[src/rtl/aq_axi_lite_local_master_pkg.sv]
// Shared types and constants for the AXI4-Lite to AQ_LOCAL master bridge.
package aq_axi_lite_local_master_pkg;

    typedef enum logic [1:0] {
        ST_IDLE   = 2'd0,
        ST_ACCESS = 2'd1,
        ST_RESP   = 2'd2
    } state_t;

    localparam logic [1:0] RESP_OKAY   = 2'b00;
    localparam logic [1:0] RESP_SLVERR = 2'b10;

    localparam int DEFAULT_TIMEOUT = 255;

endpackage

[src/rtl/aq_axi_lite_hold_reg.sv]
// One-entry valid/ready holding register: takes a beat while empty and
// keeps it until the bridge consumes it.
module aq_axi_lite_hold_reg #(
    parameter int WIDTH = 32
) (
    input  logic             clk_i,
    input  logic             rst_n_i,
    input  logic             valid_i,
    output logic             ready_o,
    input  logic [WIDTH-1:0] data_i,
    input  logic             consume_i,
    output logic             full_o,
    output logic [WIDTH-1:0] data_o
);

    logic             full_q, full_d;
    logic [WIDTH-1:0] data_q, data_d;

    // Consume only happens while full, and accept only while empty, so the two never collide.
    always_comb begin
        full_d = full_q;
        data_d = data_q;
        if (consume_i) begin
            full_d = 1'b0;
        end
        if (valid_i && !full_q) begin
            full_d = 1'b1;
            data_d = data_i;
        end
    end

    always_ff @(posedge clk_i or negedge rst_n_i) begin
        if (!rst_n_i) begin
            full_q <= 1'b0;
            data_q <= '0;
        end else begin
            full_q <= full_d;
            data_q <= data_d;
        end
    end

    assign ready_o = !full_q;
    assign full_o  = full_q;
    assign data_o  = data_q;

endmodule

[src/rtl/aq_axi_lite_local_master.sv]
// Replays single-beat AXI4-Lite reads/writes as AQ_LOCAL master cycles,
// with a per-access ACK timeout and a sticky timeout flag.
module aq_axi_lite_local_master
    import aq_axi_lite_local_master_pkg::*;
#(
    parameter int          TIMEOUT   = DEFAULT_TIMEOUT,
    parameter logic [31:0] ADDR_MASK = 32'h0000_00FF
) (
    input  logic        AQ_LOCAL_CLK,
    input  logic        RST_N,
    input  logic [31:0] S_AXI_AWADDR,
    input  logic        S_AXI_AWVALID,
    output logic        S_AXI_AWREADY,
    input  logic [31:0] S_AXI_WDATA,
    input  logic [3:0]  S_AXI_WSTRB,
    input  logic        S_AXI_WVALID,
    output logic        S_AXI_WREADY,
    output logic [1:0]  S_AXI_BRESP,
    output logic        S_AXI_BVALID,
    input  logic        S_AXI_BREADY,
    input  logic [31:0] S_AXI_ARADDR,
    input  logic        S_AXI_ARVALID,
    output logic        S_AXI_ARREADY,
    output logic [31:0] S_AXI_RDATA,
    output logic [1:0]  S_AXI_RRESP,
    output logic        S_AXI_RVALID,
    input  logic        S_AXI_RREADY,
    output logic        AQ_LOCAL_CS,
    output logic        AQ_LOCAL_RNW,
    output logic [31:0] AQ_LOCAL_ADDR,
    output logic [3:0]  AQ_LOCAL_BE,
    output logic [31:0] AQ_LOCAL_WDATA,
    input  logic        AQ_LOCAL_ACK,
    input  logic [31:0] AQ_LOCAL_RDATA,
    output logic        TIMEOUT_ERR
);

    localparam logic [15:0] CNT_LAST = 16'(TIMEOUT - 1);

    logic        aw_full, w_full, ar_full;
    logic [31:0] aw_addr, ar_addr;
    logic [35:0] w_beat;
    logic        grant_wr, grant_rd;

    state_t      state_q, state_d;
    logic        last_rd_q, last_rd_d;
    logic        rnw_q, rnw_d;
    logic [15:0] cnt_q, cnt_d;
    logic [31:0] addr_q, addr_d;
    logic [3:0]  be_q, be_d;
    logic [31:0] wdata_q, wdata_d;
    logic [31:0] rdata_q, rdata_d;
    logic [1:0]  resp_q, resp_d;
    logic        terr_q, terr_d;

    aq_axi_lite_hold_reg #(.WIDTH(32)) u_aw_hold (
        .clk_i     (AQ_LOCAL_CLK),
        .rst_n_i   (RST_N),
        .valid_i   (S_AXI_AWVALID),
        .ready_o   (S_AXI_AWREADY),
        .data_i    (S_AXI_AWADDR),
        .consume_i (grant_wr),
        .full_o    (aw_full),
        .data_o    (aw_addr)
    );

    aq_axi_lite_hold_reg #(.WIDTH(36)) u_w_hold (
        .clk_i     (AQ_LOCAL_CLK),
        .rst_n_i   (RST_N),
        .valid_i   (S_AXI_WVALID),
        .ready_o   (S_AXI_WREADY),
        .data_i    ({S_AXI_WSTRB, S_AXI_WDATA}),
        .consume_i (grant_wr),
        .full_o    (w_full),
        .data_o    (w_beat)
    );

    aq_axi_lite_hold_reg #(.WIDTH(32)) u_ar_hold (
        .clk_i     (AQ_LOCAL_CLK),
        .rst_n_i   (RST_N),
        .valid_i   (S_AXI_ARVALID),
        .ready_o   (S_AXI_ARREADY),
        .data_i    (S_AXI_ARADDR),
        .consume_i (grant_rd),
        .full_o    (ar_full),
        .data_o    (ar_addr)
    );

    always_comb begin
        state_d   = state_q;
        last_rd_d = last_rd_q;
        rnw_d     = rnw_q;
        cnt_d     = cnt_q;
        addr_d    = addr_q;
        be_d      = be_q;
        wdata_d   = wdata_q;
        rdata_d   = rdata_q;
        resp_d    = resp_q;
        terr_d    = terr_q;
        grant_wr  = 1'b0;
        grant_rd  = 1'b0;

        unique case (state_q)
            ST_IDLE: begin
                // On a tie, the type not granted last wins.
                grant_rd = ar_full && (!(aw_full && w_full) || !last_rd_q);
                grant_wr = aw_full && w_full && !grant_rd;
                if (grant_rd) begin
                    state_d   = ST_ACCESS;
                    last_rd_d = 1'b1;
                    rnw_d     = 1'b1;
                    addr_d    = ar_addr & ADDR_MASK;
                    be_d      = 4'hF;
                    cnt_d     = '0;
                end else if (grant_wr) begin
                    state_d   = ST_ACCESS;
                    last_rd_d = 1'b0;
                    rnw_d     = 1'b0;
                    addr_d    = aw_addr & ADDR_MASK;
                    be_d      = w_beat[35:32];
                    wdata_d   = w_beat[31:0];
                    cnt_d     = '0;
                end
            end
            ST_ACCESS: begin
                if (AQ_LOCAL_ACK) begin
                    if (rnw_q) begin
                        rdata_d = AQ_LOCAL_RDATA;
                    end
                    resp_d  = RESP_OKAY;
                    state_d = ST_RESP;
                end else if (cnt_q == CNT_LAST) begin
                    resp_d  = RESP_SLVERR;
                    rdata_d = '0;
                    terr_d  = 1'b1;
                    state_d = ST_RESP;
                end else begin
                    cnt_d = cnt_q + 16'd1;
                end
            end
            ST_RESP: begin
                if ((rnw_q && S_AXI_RREADY) || (!rnw_q && S_AXI_BREADY)) begin
                    state_d = ST_IDLE;
                end
            end
            default: state_d = ST_IDLE;
        endcase
    end

    always_ff @(posedge AQ_LOCAL_CLK or negedge RST_N) begin
        if (!RST_N) begin
            state_q   <= ST_IDLE;
            last_rd_q <= 1'b1;
            rnw_q     <= 1'b0;
            cnt_q     <= '0;
            addr_q    <= '0;
            be_q      <= '0;
            wdata_q   <= '0;
            rdata_q   <= '0;
            resp_q    <= RESP_OKAY;
            terr_q    <= 1'b0;
        end else begin
            state_q   <= state_d;
            last_rd_q <= last_rd_d;
            rnw_q     <= rnw_d;
            cnt_q     <= cnt_d;
            addr_q    <= addr_d;
            be_q      <= be_d;
            wdata_q   <= wdata_d;
            rdata_q   <= rdata_d;
            resp_q    <= resp_d;
            terr_q    <= terr_d;
        end
    end

    // CS follows the state register so an async reset drops it at once.
    assign AQ_LOCAL_CS    = (state_q == ST_ACCESS);
    assign AQ_LOCAL_RNW   = rnw_q;
    assign AQ_LOCAL_ADDR  = addr_q;
    assign AQ_LOCAL_BE    = be_q;
    assign AQ_LOCAL_WDATA = wdata_q;

    assign S_AXI_BVALID = (state_q == ST_RESP) && !rnw_q;
    assign S_AXI_RVALID = (state_q == ST_RESP) && rnw_q;
    assign S_AXI_BRESP  = resp_q;
    assign S_AXI_RRESP  = resp_q;
    assign S_AXI_RDATA  = rdata_q;
    assign TIMEOUT_ERR  = terr_q;

endmodule
[config.mk]
export PLATFORM = sky130hd
export DESIGN_NAME = aq_axi_lite_local_master
export DESIGN_NICKNAME = d
export VERILOG_FILES = /design/src/rtl/aq_axi_lite_local_master_pkg.sv /design/src/rtl/aq_axi_lite_hold_reg.sv /design/src/rtl/aq_axi_lite_local_master.sv
export SDC_FILE = /design/constraint.sdc
export NUM_CORES = 1
export LEC_CHECK = 0
export CAP_MARGIN = 20
export CORE_AREA = 8 8 122 146
export CTS_CLUSTER_SIZE = 20
export DETAILED_ROUTE_END_ITERATION = 16
export DIE_AREA = 0 0 130 154
export PLACE_DENSITY = 0.79
export REMOVE_ABC_BUFFERS = 1
export SLEW_MARGIN = 20
export SYNTH_ARGS = -nofsm -noshare
export SYNTH_HDL_FRONTEND = slang
export SYNTH_SLANG_ARGS = --single-unit
[constraint.sdc]
create_clock -name AQ_LOCAL_CLK -period 2.46 [get_ports AQ_LOCAL_CLK]
set_input_delay 0.492 -clock AQ_LOCAL_CLK [delete_from_list [all_inputs] [get_ports AQ_LOCAL_CLK]]
set_output_delay 0.492 -clock AQ_LOCAL_CLK [all_outputs]
set_load 0.02 [all_outputs]
==> run metrics, run 1 <==
global-route usage over all layers=0.1756; setup repair after global routing missed its margin=no; primary flip-flop cell chosen by synthesis mapping=dfrtp_1; Flop pwr share=0.365; post-route DRC violation count=0; number of setup violations in the final report=0; Post-CTS Resized=0; Worst Setup Start Kind=register; flip-flop and latch count after synthesis=153; clock edge transition at the registers on the reported setup and hold paths=60 ps; timing-limited maximum frequency=0.4316 GHz; number of enable flip-flop cells after synthesis=0; final weighted congestion of routability-driven global placement=0.8773; Diodes inserted=0; routed via count=4,954; # IOs=252; met2 WL post-DR=8625 um; async set-reset flop share out of synthesis=1.000; final-report hold violation count=0; switching power=0.004309 W; row count=50; full die area=20,020 sq um; total congestion overflow=0; x dimension of the die=130 um; clock root buffer=clkbuf_16; pin count of the biggest net entering global routing=62; wire length on met3=1924 um; count of input and output buffers=177; Worst Path Required=1970 ps; clock buffer count from CTS=17; antenna violations before repair=0; vias in the first global route=5,343; wire length of the first global-routing pass=27,550 um; number of warnings issued by yosys=0; Fin Setup TNS=0 ps; setup slack on the worst flop-to-flop path=500 ps; instance count of the mapped netlist=549; FF-to-FF Start=cnt_q[0]; Longest Clk Path Bufs=2; post-CTS setup-driven buffer insertion count=0; Final #Nets=872; Tmin final=2317 ps; TritonCTS clock tree=yes; detail-routed via count per cell=5.209; Yosys cell types=48; DRC violation total after the first TritonRoute iteration=262; DRT antenna net count=0; design internal power=0.007569 W; area overhead of the layout relative to synthesis=37.61%; worst slew slack as a fraction of its limit=0.6050; maximum VDD drop=832.6 uV; path type of the worst setup path=reg -> out; H-tree depth reported by CTS=4; type of the most critical hold path=in -> async; sequential-to-total area share from yosys stat=0.5777; depth of the worst register-to-register path=7; ratio of cells with drive above 1 in the final layout=0.1911; Worst Setup End Kind=output port; capture instance of the worst register-to-register path=S_AXI_RDATA[20]; dpl hpwl=12,420 um; Slew @ Worst Pin=592.5 ps; total power density per cell area=1302 nW/um^2; net switching fraction of the power=0.3628; skew final=14.92 ps; area inside the core boundary=15,450 sq um; peak fanout along the critical path=6; run status=complete, no violations; final worst-path cycle share=0.9419; met1 wire length=6297 um; critical path arrival=1830 ps; static leakage=3.962 nW; highest metal layer with signal wires=met4; clock latency on the worst-skew pair=430 ps; commonest cells after routing, fill and taps aside=clkdlybuf4s50_1, dfrtp_1, mux2_2; netlist area before placement=6630 sq um; # clock sinks=153; clock share of power=0.206; starting density of the core=0.4291; Pins Over Slew Limit=0; post-layout power=0.01188 W; post-detailed-route wirelength per cell=17.99 um; Die Y-Extent=154 um; DRT Pass-1 Iters=5; total routed wirelength=17,110 um; max cap viols=0; average footprint of a synthesized cell=12.08 sq um; logic gate share of total power=0.428; total of hold buffers inserted after clock tree synthesis=0; most common cell after layout, fill and taps aside=clkdlybuf4s50_1
metrics by stage:
stage	util	hold slack, ps	instances	worst slack (ps)	cell area, sq um
finish	0.5904	52.11	951	142.9	9124
global route	0.5904	88.34	951	57.48	9124
CTS	0.5904	56.05	951	119.8	9123
detailed placement	0.5546	465.2	919	-58.21	8569
global placement	0.5546	447.9	919	126.1	8569
floorplan	-	196.4	517	-195.9	6369
cells in the mapped netlist, types with 5 or more instances:
cell type  number  area share
nand2_1        58       0.033
nor2_1          6      0.0034
o21a_1          5      0.0057
o211ai_1        5      0.0057
clkbuf_1       15      0.0085
nand3_1        12      0.0091
nand4_1         9      0.0085
buf_4          28       0.032
mux2i_1        16       0.024
inv_1          15      0.0085
o21ai_1         7      0.0053
buf_2           8      0.0060
o21ai_0        40       0.030
dfrtp_1       152        0.57
mux2_2         84        0.14
a22oi_1        32       0.036
worst max-delay path by stage:
stage	startpoint	end	depth (start not counted)
2_1_floorplan	S_AXI_WVALID	u_w_hold.data_o[0]	2
3_3_place_gp	AQ_LOCAL_ACK	cnt_q[15]	5
3_5_place_dp	AQ_LOCAL_ACK	S_AXI_RDATA[20]	4
4_1_cts	AQ_LOCAL_RNW	S_AXI_BVALID	2
5_1_grt	AQ_LOCAL_RNW	S_AXI_BVALID	2
6_report	AQ_LOCAL_RNW	S_AXI_BVALID	2
cells by family (layout without fill, tap and decap cells):
| kind of cell | Yosys count | after routing | synth area share |
|---|---|---|---|
| simple gates | 116 | 116 | 0.08851 |
| other cells | 1 | 26 | 0.0005656 |
| mux | 100 | 100 | 0.1668 |
| compound gates | 104 | 104 | 0.1000 |
| flops | 153 | 153 | 0.5777 |
| buf+inv | 73 | 242 | 0.06265 |
| fa+ha+maj | 2 | 2 | 0.003774 |
registers in the layout (all words and copies together), names as in the netlist, 2 cells and up:
name / flops
AQ_LOCAL_BE: 4
state_q: 2
AQ_LOCAL_ADDR: 8
u_ar_hold.data_o: 8
S_AXI_RDATA: 32
AQ_LOCAL_WDATA: 32
cnt_q: 16
u_w_hold.data_o: 36
u_aw_hold.data_o: 8
area by class of cell:
| class | count | area [sq um] |
|---|---|---|
| fillers | 1264 | 6329 |
| inverters | 16 | 60.06 |
| well taps | 208 | 260.3 |
| clock inverters | 13 | 110.1 |
| flip-flops and latches | 153 | 3830 |
| multi-input cells | 348 | 2482 |
| clock buffers | 19 | 442.9 |
| repair buffers | 194 | 1938 |
critical path, cell delays in order, from the launching register on:
cell	delay (ps)
dfrtp_1	460
nor3b_1	270
clkdlybuf4s50_1	680
routing by layer:
metal	global-route usage	vias to the layer above
met1	0.1859	2453
li1	-	2267
met5	0	-
met4	0.06319	0
met2	0.2976	208
met3	0.08235	26
power by group through the flow:
stage	sequential (W)	combinational, W	clock, W
after CTS	0.00435	0.00517	0.00251
after detailed placement	0.00438	0.00515	0
after global placement	0.00427	0.00497	0
after floorplan	0.00494	0.00222	0
final	0.00434	0.00509	0.00245
after global routing	0.00448	0.00549	0.00262
No activity file was read; power rests on OpenSTA's default activity.
==> inputs of run 2 (changes only) <==
--- a/config.mk
+++ b/config.mk
@@ -6,11 +6,12 @@
 export NUM_CORES = 1
 export LEC_CHECK = 0
 export CAP_MARGIN = 20
-export CORE_AREA = 8 8 122 146
+export CORE_AREA = 8 8 127 153
 export CTS_CLUSTER_SIZE = 20
 export DETAILED_ROUTE_END_ITERATION = 16
-export DIE_AREA = 0 0 130 154
-export PLACE_DENSITY = 0.79
+export DIE_AREA = 0 0 135 161
+export GPL_ROUTABILITY_DRIVEN = 0
+export PLACE_DENSITY = 0.73
 export REMOVE_ABC_BUFFERS = 1
 export SLEW_MARGIN = 20
 export SYNTH_ARGS = -nofsm -noshare
==> run metrics, run 2 (same netlist as run 1, synthesis figures left out) <==
detail-routed via count per cell=5.062 (-2.8%); net switching fraction of the power=0.3514 (-0.01136); post-layout power=0.01195 W (+0.58%); clock latency on the worst-skew pair=410 ps (-20 ps); row count=53 (+6.0%); run status=complete, no violations; x dimension of the die=135 um (+3.8%); setup repair after global routing missed its margin=no; switching power=0.004199 W (-2.6%); clock share of power=0.216 (+0.010); max reg flops=36 (unchanged); Slew @ Worst Pin=574.2 ps (-18.29 ps); wire length of the first global-routing pass=26,840 um (-2.6%); # clock sinks=153 (unchanged); Worst Setup Start Kind=register; total of hold buffers inserted after clock tree synthesis=0 (unchanged); number of setup violations in the final report=0 (unchanged); type of the most critical hold path=in -> async; dpl hpwl=12,110 um (-2.5%); cell area after placement=8574 sq um (about the same); hold slack=10.19 ps (-41.91 ps); total routed wirelength=16,750 um (-2.1%); Longest Clk Path Bufs=2 (unchanged); routed via count=4,865 (-1.8%); post-route DRC violation count=0 (unchanged); Die Y-Extent=161 um (+4.5%); clock root buffer=clkbuf_16; post-place setup slack=-58.97 ps (-0.7636 ps); Diodes inserted=0 (unchanged); commonest cells after routing, fill and taps aside=clkdlybuf4s50_1, dfrtp_1, mux2_2; pin count of the biggest net entering global routing=52 (-16%); static leakage=3.961 nW (about the same); full die area=21,740 sq um (+8.6%); antenna violations before repair=0 (unchanged); final-report hold violation count=0 (unchanged); count of input and output buffers=177 (unchanged); final non-filler cell area=9174 sq um (+0.55%); vias in the first global route=5,136 (-3.9%); DRC violation total after the first TritonRoute iteration=285 (+8.8%); skew final=8.180 ps (-6.744 ps); DRT antenna net count=0 (unchanged); critical path arrival=1790 ps (-40 ps); max cap viols=0 (unchanged); design internal power=0.007749 W (+2.4%); logic gate share of total power=0.422 (-0.006); total congestion overflow=0 (unchanged); global-route usage over all layers=0.1547 (-0.02087); worst slew slack as a fraction of its limit=0.6172 (+0.01219); setup slack after layout=181.3 ps (+38.34 ps); maximum VDD drop=778.3 uV (-6.5%); Worst Setup End Kind=output port; TritonCTS clock tree=yes; Post-CTS Resized=0 (unchanged); Pins Over Slew Limit=0 (unchanged); path type of the worst setup path=reg -> out; clock edge transition at the registers on the reported setup and hold paths=60 ps (about the same); total power density per cell area=1302 nW/um^2 (about the same); post-detailed-route wirelength per cell=17.43 um (-3.1%); most common cell after layout, fill and taps aside=clkdlybuf4s50_1; DRT Pass-1 Iters=4 (-1); area inside the core boundary=17,110 sq um (+11%); H-tree depth reported by CTS=4 (unchanged); starting density of the core=0.3875 (-0.04155); Flop pwr share=0.362 (-0.003); timing-limited maximum frequency=0.4388 GHz (+1.7%); # IOs=252 (unchanged); Final #Nets=870 (-0.23%); final worst-path cycle share=0.9263 (-0.01558); clock buffer count from CTS=17 (unchanged); area overhead of the layout relative to synthesis=38.37%; Tmin final=2279 ps (-38.34 ps); post-CTS setup-driven buffer insertion count=0 (unchanged); Worst Path Required=1970 ps (about the same); ratio of cells with drive above 1 in the final layout=0.1903 (-0.0008337); peak fanout along the critical path=6 (unchanged)
[run 2: cell types whose count changed in the layout (fill, tap and decap cells not counted), moves of 2 or more]
cell	delta
inv_8	-3
clkbuf_8	+4
clkinv_2	-3
buf_4	-2
clkinvlp_4	+4
clkinv_4	-3
[run 2: power by group through the flow]
stage	Clock, W	Combinational (W)	Sequential, W
floorplan	0	0.00222	0.00494
global placement	0	0.00498	0.00427
detailed placement	0	0.00510	0.00437
CTS	0.00266	0.00512	0.00434
global route	0.00275	0.00544	0.00447
finish	0.00258	0.00504	0.00433
[run 2: path summary, 6_finish.rpt]
path                       cells past startpoint             endpoint       startpoint  slack, ps
max                                            2         S_AXI_BVALID     AQ_LOCAL_RNW        180
min in group AQ_LOCAL_CLK                      1          TIMEOUT_ERR      TIMEOUT_ERR        460
min                                            1   u_w_hold.data_o[6]            RST_N         10
min reg2reg                                    1          TIMEOUT_ERR      TIMEOUT_ERR        460
max reg2reg                                    5    AQ_LOCAL_WDATA[2]  u_w_hold.full_o        540
max in group asynchronous                      2  u_ar_hold.data_o[6]            RST_N       1800
[run 2: area by class of cell]
type / instances / area, sq um
Clock buffer: 22 / 494.2
Clock inverter: 10 / 103.9
Fill cell: 1449 / 7935
Inverter: 16 / 60.06
Multi-Input combinational cell: 348 / 2487
Sequential cell: 153 / 3830
Tap cell: 220 / 275.3
Timing Repair Buffer: 192 / 1923
[run 2: through the flow]
stage               instances  setup TNS, ps    util
floorplan                 517          -7051       -
global placement          929              0  0.5012
detailed placement        929         -165.5  0.5012
CTS                       961              0  0.5361
global route              961              0  0.5362
finish                    961              0  0.5362
[run 2: critical path: stages, from the launching register on]
cell and delay (ps):
dfrtp_1 450, nor3b_1 270, clkdlybuf4s50_1 660
[run 2: layer usage]
layer	up-vias	track usage	wire (um)
met3	33	0.06805	1682
met1	2383	0.1620	6179
met5	-	0	0
li1	2264	-	-
met4	0	0.07183	522
met2	185	0.2613	8363
